`src/rtl/pixel_sink_pkg.sv`:
```
// Shared constants and state encoding for the pixel sink framebuffer writer.
package pixel_sink_pkg;

    localparam int unsigned DEF_WIDTH_X    = 4;
    localparam int unsigned DEF_WIDTH_Y    = 3;
    localparam int unsigned DEF_RES_X      = 10;
    localparam int unsigned DEF_RES_Y      = 6;
    localparam int unsigned DEF_COLOR_W    = 3;
    localparam int unsigned DEF_FIFO_DEPTH = 4;
    localparam int unsigned DEF_ADDR_W     = 6;
    localparam int unsigned CLEAR_COLOR    = 0;

    typedef enum logic [1:0] {
        StStream = 2'd0,
        StDrain  = 2'd1,
        StClear  = 2'd2
    } state_e;

endpackage

```
`src/rtl/pixel_sink_if.sv`:
```
// Plotter-side pixel stream, clear control and framebuffer write port of the pixel sink.
interface pixel_sink_if
    import pixel_sink_pkg::*;
#(
    parameter int unsigned WIDTH_X = DEF_WIDTH_X,
    parameter int unsigned WIDTH_Y = DEF_WIDTH_Y,
    parameter int unsigned COLOR_W = DEF_COLOR_W,
    parameter int unsigned ADDR_W  = DEF_ADDR_W
) ();

    logic               plot;
    logic [WIDTH_X-1:0] x;
    logic [WIDTH_Y-1:0] y;
    logic [COLOR_W-1:0] color;
    logic               ready;
    logic               clear;
    logic               mem_we;
    logic [ADDR_W-1:0]  mem_addr;
    logic [COLOR_W-1:0] mem_data;
    logic               mem_ready;
    logic               frame_done;
    logic               clear_done;
    logic [7:0]         clip_count;

    modport master (
        output plot, x, y, color, clear, mem_ready,
        input  ready, mem_we, mem_addr, mem_data, frame_done, clear_done, clip_count
    );

    modport slave (
        input  plot, x, y, color, clear, mem_ready,
        output ready, mem_we, mem_addr, mem_data, frame_done, clear_done, clip_count
    );

endinterface

```
`src/rtl/pixel_fifo.sv`:
```
// Power-of-two depth FIFO holding packed {x, y, color} pixel words.
module pixel_fifo #(
    parameter int unsigned DATA_W = 10,
    parameter int unsigned DEPTH  = 4
) (
    input  logic              clk,
    input  logic              reset,
    input  logic              i_push,
    input  logic              i_pop,
    input  logic [DATA_W-1:0] i_data,
    output logic [DATA_W-1:0] o_data,
    output logic              o_full,
    output logic              o_empty
);

    localparam int unsigned PTR_W = $clog2(DEPTH);
    localparam logic [PTR_W:0] PTR_ONE = (PTR_W + 1)'(1);

    logic [DATA_W-1:0] r_mem [DEPTH];
    // Extra MSB on each pointer distinguishes full from empty.
    logic [PTR_W:0]    r_wr_ptr;
    logic [PTR_W:0]    r_rd_ptr;
    logic              w_do_push;
    logic              w_do_pop;

    assign w_do_push = i_push && !o_full;
    assign w_do_pop  = i_pop && !o_empty;
    assign o_empty   = (r_wr_ptr == r_rd_ptr);
    assign o_full    = (r_wr_ptr[PTR_W-1:0] == r_rd_ptr[PTR_W-1:0]) &&
                       (r_wr_ptr[PTR_W] != r_rd_ptr[PTR_W]);
    assign o_data    = r_mem[r_rd_ptr[PTR_W-1:0]];

    always_ff @(posedge clk) begin
        if (reset) begin
            r_wr_ptr <= '0;
            r_rd_ptr <= '0;
        end else begin
            if (w_do_push) r_wr_ptr <= r_wr_ptr + PTR_ONE;
            if (w_do_pop)  r_rd_ptr <= r_rd_ptr + PTR_ONE;
        end
    end

    always_ff @(posedge clk) begin
        if (w_do_push) r_mem[r_wr_ptr[PTR_W-1:0]] <= i_data;
    end

endmodule

```
`src/rtl/pixel_sink.sv`:
```
// Buffers plotted pixels, clips off-screen ones and streams them into a framebuffer;
// also performs full-screen clears.
module pixel_sink
    import pixel_sink_pkg::*;
#(
    parameter int unsigned WIDTH_X    = DEF_WIDTH_X,
    parameter int unsigned WIDTH_Y    = DEF_WIDTH_Y,
    parameter int unsigned RES_X      = DEF_RES_X,
    parameter int unsigned RES_Y      = DEF_RES_Y,
    parameter int unsigned COLOR_W    = DEF_COLOR_W,
    parameter int unsigned FIFO_DEPTH = DEF_FIFO_DEPTH,
    parameter int unsigned ADDR_W     = DEF_ADDR_W
) (
    input logic         clk,
    input logic         reset,
    pixel_sink_if.slave io_bus
);

    localparam int unsigned FIFO_W = WIDTH_X + WIDTH_Y + COLOR_W;
    localparam logic [ADDR_W-1:0] LAST_ADDR = ADDR_W'(RES_X * RES_Y - 1);
    localparam logic [ADDR_W-1:0] ADDR_ONE  = ADDR_W'(1);

    state_e             r_state;
    state_e             w_state_d;
    logic               w_ready;
    logic               w_accept;
    logic               w_in_range;
    logic               w_push;
    logic               w_pop;
    logic               w_full;
    logic               w_empty;
    logic [FIFO_W-1:0]  w_head;
    logic [WIDTH_X-1:0] w_head_x;
    logic [WIDTH_Y-1:0] w_head_y;
    logic [COLOR_W-1:0] w_head_color;
    logic [ADDR_W-1:0]  w_head_addr;
    logic               w_wr_done;
    logic               w_enter_clear;
    logic               w_clear_last;

    logic               r_we;
    logic [ADDR_W-1:0]  r_addr;
    logic [COLOR_W-1:0] r_data;
    logic [ADDR_W-1:0]  r_frame_cnt;
    logic               r_frame_done;
    logic               r_clear_done;
    logic [7:0]         r_clip_count;

    assign w_accept   = io_bus.plot && w_ready;
    assign w_in_range = (32'(io_bus.x) < RES_X) && (32'(io_bus.y) < RES_Y);
    assign w_push     = w_accept && w_in_range;
    assign w_wr_done  = r_we && io_bus.mem_ready;
    // Refill the output stage when it is idle or its current write retires this edge.
    assign w_pop      = (r_state != StClear) && !w_empty && (!r_we || io_bus.mem_ready);

    assign w_enter_clear = (r_state == StDrain) && (w_state_d == StClear);
    assign w_clear_last  = (r_state == StClear) && w_wr_done && (r_addr == LAST_ADDR);

    pixel_fifo #(
        .DATA_W (FIFO_W),
        .DEPTH  (FIFO_DEPTH)
    ) u_fifo (
        .clk     (clk),
        .reset   (reset),
        .i_push  (w_push),
        .i_pop   (w_pop),
        .i_data  ({io_bus.x, io_bus.y, io_bus.color}),
        .o_data  (w_head),
        .o_full  (w_full),
        .o_empty (w_empty)
    );

    assign {w_head_x, w_head_y, w_head_color} = w_head;
    assign w_head_addr = ADDR_W'(w_head_y) * ADDR_W'(RES_X) + ADDR_W'(w_head_x);

    always_ff @(posedge clk) begin
        if (reset) r_state <= StStream;
        else       r_state <= w_state_d;
    end

    always_comb begin
        w_state_d = r_state;
        unique case (r_state)
            StStream: if (io_bus.clear) w_state_d = StDrain;
            StDrain:  if (w_empty && !r_we) w_state_d = StClear;
            StClear:  if (w_clear_last) w_state_d = StStream;
            default:  w_state_d = StStream;
        endcase
    end

    always_comb begin
        w_ready = (r_state == StStream) && !w_full;
    end

    always_ff @(posedge clk) begin
        if (reset) begin
            r_we   <= 1'b0;
            r_addr <= '0;
            r_data <= '0;
        end else if (w_enter_clear) begin
            r_we   <= 1'b1;
            r_addr <= '0;
            r_data <= COLOR_W'(CLEAR_COLOR);
        end else if (r_state == StClear) begin
            if (w_wr_done) begin
                if (r_addr == LAST_ADDR) r_we <= 1'b0;
                else                     r_addr <= r_addr + ADDR_ONE;
            end
        end else if (w_pop) begin
            r_we   <= 1'b1;
            r_addr <= w_head_addr;
            r_data <= w_head_color;
        end else if (w_wr_done) begin
            r_we <= 1'b0;
        end
    end

    always_ff @(posedge clk) begin
        if (reset) begin
            r_frame_cnt  <= '0;
            r_frame_done <= 1'b0;
            r_clear_done <= 1'b0;
            r_clip_count <= '0;
        end else begin
            if (w_enter_clear) begin
                r_frame_cnt <= '0;
            end else if (w_wr_done && (r_state != StClear)) begin
                r_frame_cnt <= (r_frame_cnt == LAST_ADDR) ? '0 : r_frame_cnt + ADDR_ONE;
            end
            r_frame_done <= w_wr_done && (r_state != StClear) && (r_frame_cnt == LAST_ADDR);
            r_clear_done <= w_clear_last;
            if (w_accept && !w_in_range && (r_clip_count != 8'hFF)) begin
                r_clip_count <= r_clip_count + 8'd1;
            end
        end
    end

    assign io_bus.ready      = w_ready;
    assign io_bus.mem_we     = r_we;
    assign io_bus.mem_addr   = r_addr;
    assign io_bus.mem_data   = r_data;
    assign io_bus.frame_done = r_frame_done;
    assign io_bus.clear_done = r_clear_done;
    assign io_bus.clip_count = r_clip_count;

endmodule

```
`src/flat_wrapper.sv`:
```
// flat-port wrapper written by rule: the top's interface ports become plain ports
module pixel_sink_flat import pixel_sink_pkg::*;
#(
    parameter int unsigned WIDTH_X    = DEF_WIDTH_X,
    parameter int unsigned WIDTH_Y    = DEF_WIDTH_Y,
    parameter int unsigned RES_X      = DEF_RES_X,
    parameter int unsigned RES_Y      = DEF_RES_Y,
    parameter int unsigned COLOR_W    = DEF_COLOR_W,
    parameter int unsigned FIFO_DEPTH = DEF_FIFO_DEPTH,
    parameter int unsigned ADDR_W     = DEF_ADDR_W
)
  (clk, reset, io_bus_plot, io_bus_x, io_bus_y, io_bus_color, io_bus_clear, io_bus_mem_ready, io_bus_ready, io_bus_mem_we, io_bus_mem_addr, io_bus_mem_data, io_bus_frame_done, io_bus_clear_done, io_bus_clip_count);
  pixel_sink_if #(.WIDTH_X(WIDTH_X), .WIDTH_Y(WIDTH_Y), .COLOR_W(COLOR_W), .ADDR_W(ADDR_W)) io_bus_i ();
  input logic clk;
  input logic reset;
  input wire logic [$bits(io_bus_i.plot)-1:0] io_bus_plot;
  input wire logic [$bits(io_bus_i.x)-1:0] io_bus_x;
  input wire logic [$bits(io_bus_i.y)-1:0] io_bus_y;
  input wire logic [$bits(io_bus_i.color)-1:0] io_bus_color;
  input wire logic [$bits(io_bus_i.clear)-1:0] io_bus_clear;
  input wire logic [$bits(io_bus_i.mem_ready)-1:0] io_bus_mem_ready;
  output wire logic [$bits(io_bus_i.ready)-1:0] io_bus_ready;
  output wire logic [$bits(io_bus_i.mem_we)-1:0] io_bus_mem_we;
  output wire logic [$bits(io_bus_i.mem_addr)-1:0] io_bus_mem_addr;
  output wire logic [$bits(io_bus_i.mem_data)-1:0] io_bus_mem_data;
  output wire logic [$bits(io_bus_i.frame_done)-1:0] io_bus_frame_done;
  output wire logic [$bits(io_bus_i.clear_done)-1:0] io_bus_clear_done;
  output wire logic [$bits(io_bus_i.clip_count)-1:0] io_bus_clip_count;
  assign io_bus_i.plot = io_bus_plot;
  assign io_bus_i.x = io_bus_x;
  assign io_bus_i.y = io_bus_y;
  assign io_bus_i.color = io_bus_color;
  assign io_bus_i.clear = io_bus_clear;
  assign io_bus_i.mem_ready = io_bus_mem_ready;
  assign io_bus_ready = io_bus_i.ready;
  assign io_bus_mem_we = io_bus_i.mem_we;
  assign io_bus_mem_addr = io_bus_i.mem_addr;
  assign io_bus_mem_data = io_bus_i.mem_data;
  assign io_bus_frame_done = io_bus_i.frame_done;
  assign io_bus_clear_done = io_bus_i.clear_done;
  assign io_bus_clip_count = io_bus_i.clip_count;
  pixel_sink #(.WIDTH_X(WIDTH_X), .WIDTH_Y(WIDTH_Y), .RES_X(RES_X), .RES_Y(RES_Y), .COLOR_W(COLOR_W), .FIFO_DEPTH(FIFO_DEPTH), .ADDR_W(ADDR_W)) u_core (.clk(clk), .reset(reset), .io_bus(io_bus_i));
endmodule
```
`config.mk`:
```
export PLATFORM = sky130hd
export DESIGN_NAME = pixel_sink_flat
export DESIGN_NICKNAME = d
export VERILOG_FILES = /design/src/rtl/pixel_sink_pkg.sv /design/src/rtl/pixel_sink_if.sv /design/src/rtl/pixel_fifo.sv /design/src/rtl/pixel_sink.sv /design/src/flat_wrapper.sv
export SDC_FILE = /design/constraint.sdc
export NUM_CORES = 1
export LEC_CHECK = 0
export ABC_AREA = 0
export CAP_MARGIN = 20
export CORE_AREA = 2 2 98 100
export CTS_BUF_LIST = sky130_fd_sc_hd__clkbuf_2 sky130_fd_sc_hd__clkbuf_4 sky130_fd_sc_hd__clkbuf_8
export DETAILED_ROUTE_END_ITERATION = 7
export DIE_AREA = 0 0 100 102
export MAX_ROUTING_LAYER = met4
export PLACE_DENSITY_LB_ADDON = 0.3
export SLEW_MARGIN = 10
export SYNTH_ARGS = -nofsm -noshare
export SYNTH_HDL_FRONTEND = slang
export SYNTH_HIERARCHICAL = 1
export SYNTH_SLANG_ARGS = --single-unit
```
`constraint.sdc`:
```
create_clock -name clk -period 8 [get_ports clk]
set_input_delay 1.2 -clock clk [delete_from_list [all_inputs] [get_ports clk]]
set_output_delay 1.2 -clock clk [all_outputs]
set_load 0.05 [all_outputs]
```
Word-level counts from Yosys, hierarchy flattened

Memory sizes are Yosys's and may differ from the RTL's. A register that Yosys moved wholly into a read port is not among the register bits.
Index checks and enable logic that the tools add are counted.

Memories: 1
Bits of input ports: 15
Word-level logic and storage cells: 84
Bits in writable memories: 40
Register bits: 34
Output and inout bits: 21

Multiply operators: 1
Mux-type cells: 19
Equal/unequal tests: 14
Reduce and logical (&&, ||, !) cells: 30
$lt $le $gt $ge: 2
Bitwise gates (word level): 1
Add/subtract/negate cells: 6

Memories:

| name                | words | width | read ports | clocked after Yosys merged registers in | wr ports | RTL line         | RTL |
|---|---|---|---|---|---|---|---|
| u_core.u_fifo.r_mem | 4     | 10    | 1          | 1                                       | 1        | pixel_fifo.sv:19 | `logic [DATA_W-1:0] r_mem [DEPTH];` |

Operators by type and width:

| kind                | number |
|---|---|
| $mux 6              | 5 |
| $logic_and 1x1->1   | 18 |
| $add 6x1->6 const B | 2 |
| $eq 6x6->1 const B  | 2 |
| $mux 2              | 5 |
| $add 8x1->8 const B | 1 |
| $mux 1              | 8 |
| $ne 8x8->1 const B  | 1 |
| $add 3x1->3 const B | 2 |
| $add 6x4->6         | 1 |
| $pmux 2 s3          | 1 |
| $reduce_and 3->1    | 2 |
| $mul 3x3->5 const B | 1 |
| $eq 2x2->1 const B  | 2 |
| $logic_not 1->1     | 4 |
| $lt 4x4->1 const B  | 1 |
| $ne 2x2->1 const B  | 2 |
| $eq 3x3->1          | 1 |
| $lt 3x3->1 const B  | 1 |
| $ne 3x1->1 const B  | 1 |
| $ne 3x2->1 const B  | 1 |
| $reduce_bool 3->1   | 1 |
| $eq 2x1->1 const B  | 1 |
| $eq 2x2->1          | 1 |
| 8 further kinds     | 8 |

Depth between registers and ports, before layout

Gate-level depths: netlist of the first run.

Word-level depth: 9
Depth in mapped cells: 10
Mapped depth without buffers: 9

Cells and area by module

Netlist of the first run, hierarchy kept.

Modules (own cells, without submodules):

| module     | cells an instance | area each (um^2) | sequential area each (um^2) | instances |
|---|---|---|---|---|
| pixel_fifo | 120               | 2016.9           | 1361.3                      | 1 |
| pixel_sink | 180               | 1545.2           | 560.5                       | 1 |

Least setup slack after synthesis of the first run

OpenSTA, ideal clock, no wires.

Path kind: flip-flop to output port
Start point: register u_core.u_fifo.r_rd_ptr[1]
End point: output port io_bus_ready
Data required time: 6800 ps
Path buffers: 1
Cell stages (with the launch flop): 6
Arrival time: 1913 ps
Setup slack: 4887 ps
Path through: dfxtp_1 clkbuf_4 xnor2_1 nand2_1 nor2_1 nor3_1

Cells in the longest elaborated chain, start to end: 4

RTL lines:

| what                   | RTL line           | RTL |
|---|---|---|
| from (decl)            | pixel_fifo.sv:22   | `logic [PTR_W:0] r_rd_ptr;` |
| from (signal assigned) | pixel_fifo.sv:39   | `if (w_do_pop) r_rd_ptr <= r_rd_ptr + PTR_ONE;` |
| $eq 2x2->1             | pixel_fifo.sv:29   | `assign o_full = (r_wr_ptr[PTR_W-1:0] == r_rd_ptr[PTR_W-1:0]) &&` |
| $logic_and 1x1->1      | pixel_fifo.sv:29   |  |
| via u_core.w_full      | pixel_sink.sv:30   | `logic w_full;` |
| $logic_not 1->1        | pixel_sink.sv:92   | `w_ready = (r_state == StStream) && !w_full;` |
| $logic_and 1x1->1      | pixel_sink.sv:92   |  |
| to (decl)              | flat_wrapper.sv:22 | `output wire logic [$bits(io_bus_i.ready)-1:0] io_bus_ready;` |

The timed path passes the listed nets, and every way through them passes these cells.

Worst setup path after layout of the first run

Start point: register u_core.u_fifo.r_wr_ptr[0]
End point: output port io_bus_ready

Cells in the longest elaborated chain, start to end: 4

RTL lines:

| what                   | RTL line         | RTL |
|---|---|---|
| from (decl)            | pixel_fifo.sv:21 | `logic [PTR_W:0] r_wr_ptr;` |
| from (signal assigned) | pixel_fifo.sv:38 | `if (w_do_push) r_wr_ptr <= r_wr_ptr + PTR_ONE;` |
| $eq 2x2->1             | pixel_fifo.sv:29 |  |
| $logic_and 1x1->1      | pixel_fifo.sv:29 |  |
| via u_core.w_full      | pixel_sink.sv:30 |  |
| $logic_not 1->1        | pixel_sink.sv:92 |  |
| $logic_and 1x1->1      | pixel_sink.sv:92 |  |

The timed path passes the listed nets, and every way through them passes these cells.

==> results.yml, run 1 <==
outcome:
  status: "finished clean"
sta:
  setup_violations: 0
  finalSetupTns_ns: 0
  max_freq_mhz: 266
  final.setup_skew_ns: 0.00700
  finalCritPeriodShare_pct: 47.0
  drv_slew: 0
  relSlewSlack_pct: 38.6
  period_minus_slack_ns: 3.76
  max_slew.worst_pin.slew_ns: 0.917
  hold_viol_final: 0
  rsz0062_at_grt: "false"
  layout_setup_ws_ns: 4.24
  whs_ns: 0.503
global_routing:
  antenna_found_initial: 0
  grt_max_degree: 26
  gr-total-overflow: 0
  grt_pass1_wl_mm: 11.6
  grt_use_total_pct: 15.3
  first_global_vias: 2436
floorplan:
  start_util_pct: 39.1
  die_w_microns: 100
  std_cell_rows: 35
  core_sq_um: 9110
  dieArea_sq_um: 10200
  ioPinCount: 36
  die_y_microns: 102
route:
  via_per_inst: 5.37
  first_iter_violations: 142
  drc_errors: 0
  wl_mm: 6.86
  wire_per_inst_microns: 15.1
  first_pass_iters: 5
  ant_nets: 0
  vias: 2437
hold_path:
  hold_depth: 2
  hold_path.class: "reg2reg"
  min_to: "u_core/io_bus.clip_count[1]"
  timing.hold.worst.start: "u_core/io_bus.clip_count[1]"
clock_network:
  cts_tree: "built"
  root_buffer: "clkbuf_8"
  cts_resized: 0
  path_clk_slew_ns: 0.08
  clock_sinks: 76
  cts_setup_buffers: 0
  cts_buffers: 9
  htree_levels: 3
  insertion_delay_ns: 0.35
  cts_hold_buffers: 0
  clk_path_buf_depth: 2
synth:
  synth-seq-cells: 76
  syn_area_sq_um: 3560
  synth_area_leaders: "edfxtp_1 34%, dfxtp_1 20%, mux4_2 6.3%"
  synth_top_area_share_pct: 33.7
  yosys.area.top_type: "edfxtp_1"
  synth_edf_count: 40
  ys_warn_count: 6
  syn_nets: 329
  syn_inst: 300
  synth-async-reset-ratio_pct: 0
  syn_area_per_cell_sq_um: 11.9
  synth-main-ff-cell: "edfxtp_1"
  synthDistinctLibCells: 54
  seq_area_frac_synth_pct: 54.0
critical_path:
  worstPathArrival_ns: 2.56
  critPathKind: "reg2out"
  worstPathRequired_ns: 6.80
  rr_startpoint: "u_core/u_fifo/r_wr_ptr[1]"
  cp-start-kind: "register"
  worstPathMaxFanout: 8
  r2r_slack_ns: 4.93
  r2r_end: "u_core/u_fifo/r_mem[1][3]"
  end_kind: "primary output"
  rr_worst_depth: 8
layout:
  finalNetCount: 367
  syn_to_final_growth_pct: 17.5
  multi_input_area_sq_um: 1540
  final_layout_size_suffix_gt1_share_pct: 11.4
  insertedDiodeCount: 0
  fillerInstances: 832
  seq_area_sq_um: 1920
placement:
  place_ws_ns: 4.19
  portBuffers: 35
  dpl.hpwl_mm: 4.76
  gp_congestion: 0.818
power:
  power_leakage_uw: 0.00142
  p_per_area_nw_per_um2: 290
  ir_drop_uv: 94.6
run:
  maxCapViolations: 0
## logic make-up (layout without fill, tap and decap cells)
logic type / after synthesis / after routing / synth area share [%]
and+or+nand+nor: 104 / 104 / 15.2
DFF: 76 / 76 / 54.0
AOI/OAI and AO/OA: 54 / 54 / 10.4
xor gates and xnor gates: 20 / 20 / 4.92
buffers and inverters: 18 / 61 / 2.95
adders and majority gates: 14 / 14 / 5.13
muxes: 14 / 14 / 7.45
## power breakdown
group / internal [uW] / switching, uW / total, uW
logic: 159 / 260 / 419
clock network: 145 / 149 / 294
registers: 455 / 46.4 / 501
## cell type report
type,count,share of cell area [%]
well taps,111,3.32
clock inverters,7,1.79
repair buffers,36,8.55
clock buffers,9,2.96
flip-flops and latches,76,45.9
multi-input cells,206,36.7
inverters,9,0.807
## metal layers
metal	global-route usage, %	share of wire (%)
met1	18.4	47
met2	24.4	48
met3	3.63	3.5
met4	7.59	1.8
met5	-	0
## cell usage in the layout, fill, tap and decap left out, types with 3 or more instances in the layout
cell type,synthesis,routed
nand2_1,23,23
o211ai_1,7,7
nor3_1,4,4
a21oi_1,13,13
nand4_1,8,8
and2_1,3,3
inv_1,9,9
dfxtp_1,36,36
edfxtp_1,40,40
a31oi_1,6,6
nor3b_1,4,4
nor2b_1,3,3
xnor2_1,6,6
o21ai_0,12,12
clkbuf_8,1,9
and3_1,4,4
clkdlybuf4s50_1,0,35
nor2_1,25,25
nand4b_1,3,3
nand3_1,13,13
mux4_2,10,10
clkinvlp_4,0,3
ha_1,13,13
xor2_1,14,14
mux2i_1,4,4
## metrics by stage
step	power (uW)	instances	util (%)	cell area (sq um)
2_1_floorplan	818	300	-	3560
3_3_place_gp	925	438	43.8	3990
3_5_place_dp	931	438	43.8	3990
4_1_cts	1230	454	46.0	4190
5_1_grt	1290	454	46.0	4190
6_report	1210	454	46.0	4190
## synthesized netlist by cell type, drive strengths merged (7+ instances only)
| cell type | number |
|---|---|
| o211ai | 7 |
| edfxtp | 40 |
| xor2 | 14 |
| inv | 9 |
| a21oi | 15 |
| nand2 | 23 |
| dfxtp | 36 |
| nand4 | 8 |
| ha | 13 |
| mux4 | 10 |
| nor2 | 25 |
| o21ai | 12 |
| nand3 | 13 |
## flip-flops by register name, indices dropped and copies added (netlist names), named ones only
| signal | cells |
|---|---|
| u_core/r_frame_cnt | 6 |
| u_core/r_state | 2 |
| u_core/io_bus.mem_we | 1 |
| u_core/io_bus.mem_data | 3 |
| u_core/io_bus.mem_addr | 6 |
| u_core/u_fifo/r_mem | 40 |
| u_core/io_bus.frame_done | 1 |
| u_core/io_bus.clear_done | 1 |
| u_core/u_fifo/r_wr_ptr | 3 |
| u_core/io_bus.clip_count | 8 |
| u_core/u_fifo/r_rd_ptr | 3 |
## worst max path at each step
stage,slack (ns),from,endpoint,cells after the start
after CTS,4.23,u_core/u_fifo/r_wr_ptr[0],io_bus_ready,5
after global routing,3.98,u_core/u_fifo/r_wr_ptr[0],io_bus_ready,5
final,4.24,u_core/u_fifo/r_wr_ptr[0],io_bus_ready,5
after floorplan,4.89,u_core/u_fifo/r_rd_ptr[1],io_bus_ready,5
after global placement,4.29,io_bus_x[1],u_core/u_fifo/r_mem[0][9],7
after detailed placement,4.19,io_bus_x[2],u_core/u_fifo/r_mem[0][1],7
## critical path, stage by stage (launching register included)
cell	delay (ns)
dfxtp_1	0.39
xnor2_1	0.57
nand2_1	0.26
nor2_1	0.21
nor3_1	0.07
clkdlybuf4s50_1	0.70
(Power assumes the default switching activity.)
==> run 2: changes to the inputs <==
==> constraint.sdc (replaced) <==
create_clock -name clk -period 3.8 [get_ports clk]
set_input_delay 0.57 -clock clk [delete_from_list [all_inputs] [get_ports clk]]
set_output_delay 0.57 -clock clk [all_outputs]
set_load 0.05 [all_outputs]
==> results.yml, run 2 (same netlist as run 1, synthesis figures left out) <==
global_routing:
  grt_max_degree: 26
  gr-total-overflow: 0
  antenna_found_initial: 0
  grt_pass1_wl_mm: 11.2
  grt_use_total_pct: 14.8
  first_global_vias: 2337
critical_path:
  end_kind: "register"
  rr_worst_depth: 8
  rr_startpoint: "u_core/u_fifo/r_wr_ptr[1]"
  worstPathMaxFanout: 10
  critPathCapture: "u_core/u_fifo/r_mem[1][4]"
  worstPathRequired_ns: 3.79
  r2r_slack_ns: 0.72
  cp-start-kind: "register"
  worstPathArrival_ns: 3.07
  critPathKind: "reg2reg"
  r2r_end: "u_core/u_fifo/r_mem[1][4]"
  critPathLaunch: "u_core/u_fifo/r_wr_ptr[1]"
route:
  via_per_inst: 5.28
  first_iter_violations: 105
  vias: 2408
  wl_mm: 6.92
  ant_nets: 0
  wire_per_inst_microns: 15.2
  first_pass_iters: 4
  drc_errors: 0
power:
  p_per_area_nw_per_um2: 606
  ir_drop_uv: 267
  power_leakage_uw: 0.00143
sta:
  relSlewSlack_pct: 49.3
  drv_slew: 0
  setup_violations: 0
  max_freq_mhz: 325
  rsz0062_at_grt: "false"
  final.setup_skew_ns: 0.00865
  period_minus_slack_ns: 3.08
  hold_viol_final: 0
  finalCritPeriodShare_pct: 81.0
  finalSetupTns_ns: 0
  whs_ns: 0.494
  max_slew.worst_pin.slew_ns: 0.758
layout:
  largest_reg_flops: 40
  fin_cells: 456
  fillerInstances: 845
  final_cell_mix: "40 x edfxtp_1, 36 x dfxtp_1, 35 x clkdlybuf4s50_1, 25 x nor2_1, 23 x nand2_1"
  final_layout_size_suffix_gt1_share_pct: 11.9
  insertedDiodeCount: 0
  finalNetCount: 369
  syn_to_final_growth_pct: 17.7
  final_common_cell: "edfxtp_1"
floorplan:
  die_y_microns: 102
  die_w_microns: 100
  ioPinCount: 36
  std_cell_rows: 35
  dieArea_sq_um: 10200
  core_sq_um: 9110
  start_util_pct: 39.1
clock_network:
  path_clk_slew_ns: 0.09
  cts_resized: 0
  cts_buffers: 9
  clk_path_buf_depth: 2
  cts_setup_buffers: 0
  clock_sinks: 76
  cts_tree: "built"
  root_buffer: "clkbuf_8"
  cts_hold_buffers: 0
  insertion_delay_ns: 0.35
  htree_levels: 3
placement:
  portBuffers: 35
  dpl.hpwl_mm: 4.84
  gp_congestion: 0.784
  dp.cells: 440
run:
  maxCapViolations: 0
outcome:
  status: "finished clean"
hold_path:
  hold_path.class: "reg2reg"
run 2: cell count changes in the layout (fill, tap and decap cells not counted), sizes merged:
cell      previous run  this run
clkinvlp             3         1
inv                 10        13
buf                  1         3
bufinv               1         0
run 2: power by group:
part	total [uW]	internal, uW	switching [uW]
logic	900	337	563
clock network	594	253	341
registers	1050	957	88.0
total	2540	1550	992
run 2: worst min path at each step:
stage	from	endpoint	slack, ns	depth (start not counted)
5_1_grt	u_core/io_bus.clip_count[1]	u_core/io_bus.clip_count[1]	0.55	2
3_5_place_dp	u_core/io_bus.clip_count[1]	u_core/io_bus.clip_count[1]	0.48	2
3_3_place_gp	u_core/io_bus.mem_data[2]	u_core/io_bus.mem_data[2]	0.48	2
4_1_cts	u_core/io_bus.clip_count[1]	u_core/io_bus.clip_count[1]	0.49	2
2_1_floorplan	u_core/r_state[1]	u_core/r_state[0]	0.46	1
6_report	u_core/io_bus.clip_count[1]	u_core/io_bus.clip_count[1]	0.49	2
run 2: critical path, stage by stage, from the launching register on:
cell and delay [ns]:
dfxtp_1 0.52, xnor2_1 0.24, nand2_1 0.20, nor2_1 0.08, or4b_4 0.52, nor2_1 0.32
inv_1 0.10, a31oi_1 0.22, and2_1 0.51
run 2: stage by stage:
stage / power (uW) / worst slack (ns) / area (sq um) / utilization, %
floorplan: 1720 / 1.09 / 3560 / -
global placement: 1950 / 0.720 / 4000 / 43.9
detailed placement: 1970 / 0.643 / 4000 / 43.9
CTS: 2560 / 0.742 / 4190 / 46.0
global route: 2690 / 0.560 / 4190 / 46.0
finish: 2540 / 0.721 / 4190 / 46.0
run 2: per-layer routing:
metal	GRT usage, %	part of all wire, %	vias to the layer above
met1	18.1	47	1162
met3	3.35	2.6	4
met2	24.2	50	39
met5	-	0	-
li1	-	-	1203
met4	5.27	0.72	0
run 2: area by class of cell:
class	instances	area [sq um]	share of cell area [%]
tap	111	139	3.31
multi-input combinational	206	1540	36.6
clock buffer	9	124	2.96
sequential	76	1920	45.9
timing repair buffer	38	373	8.90
inverter	9	33.8	0.806
clock inverter	7	65.1	1.55
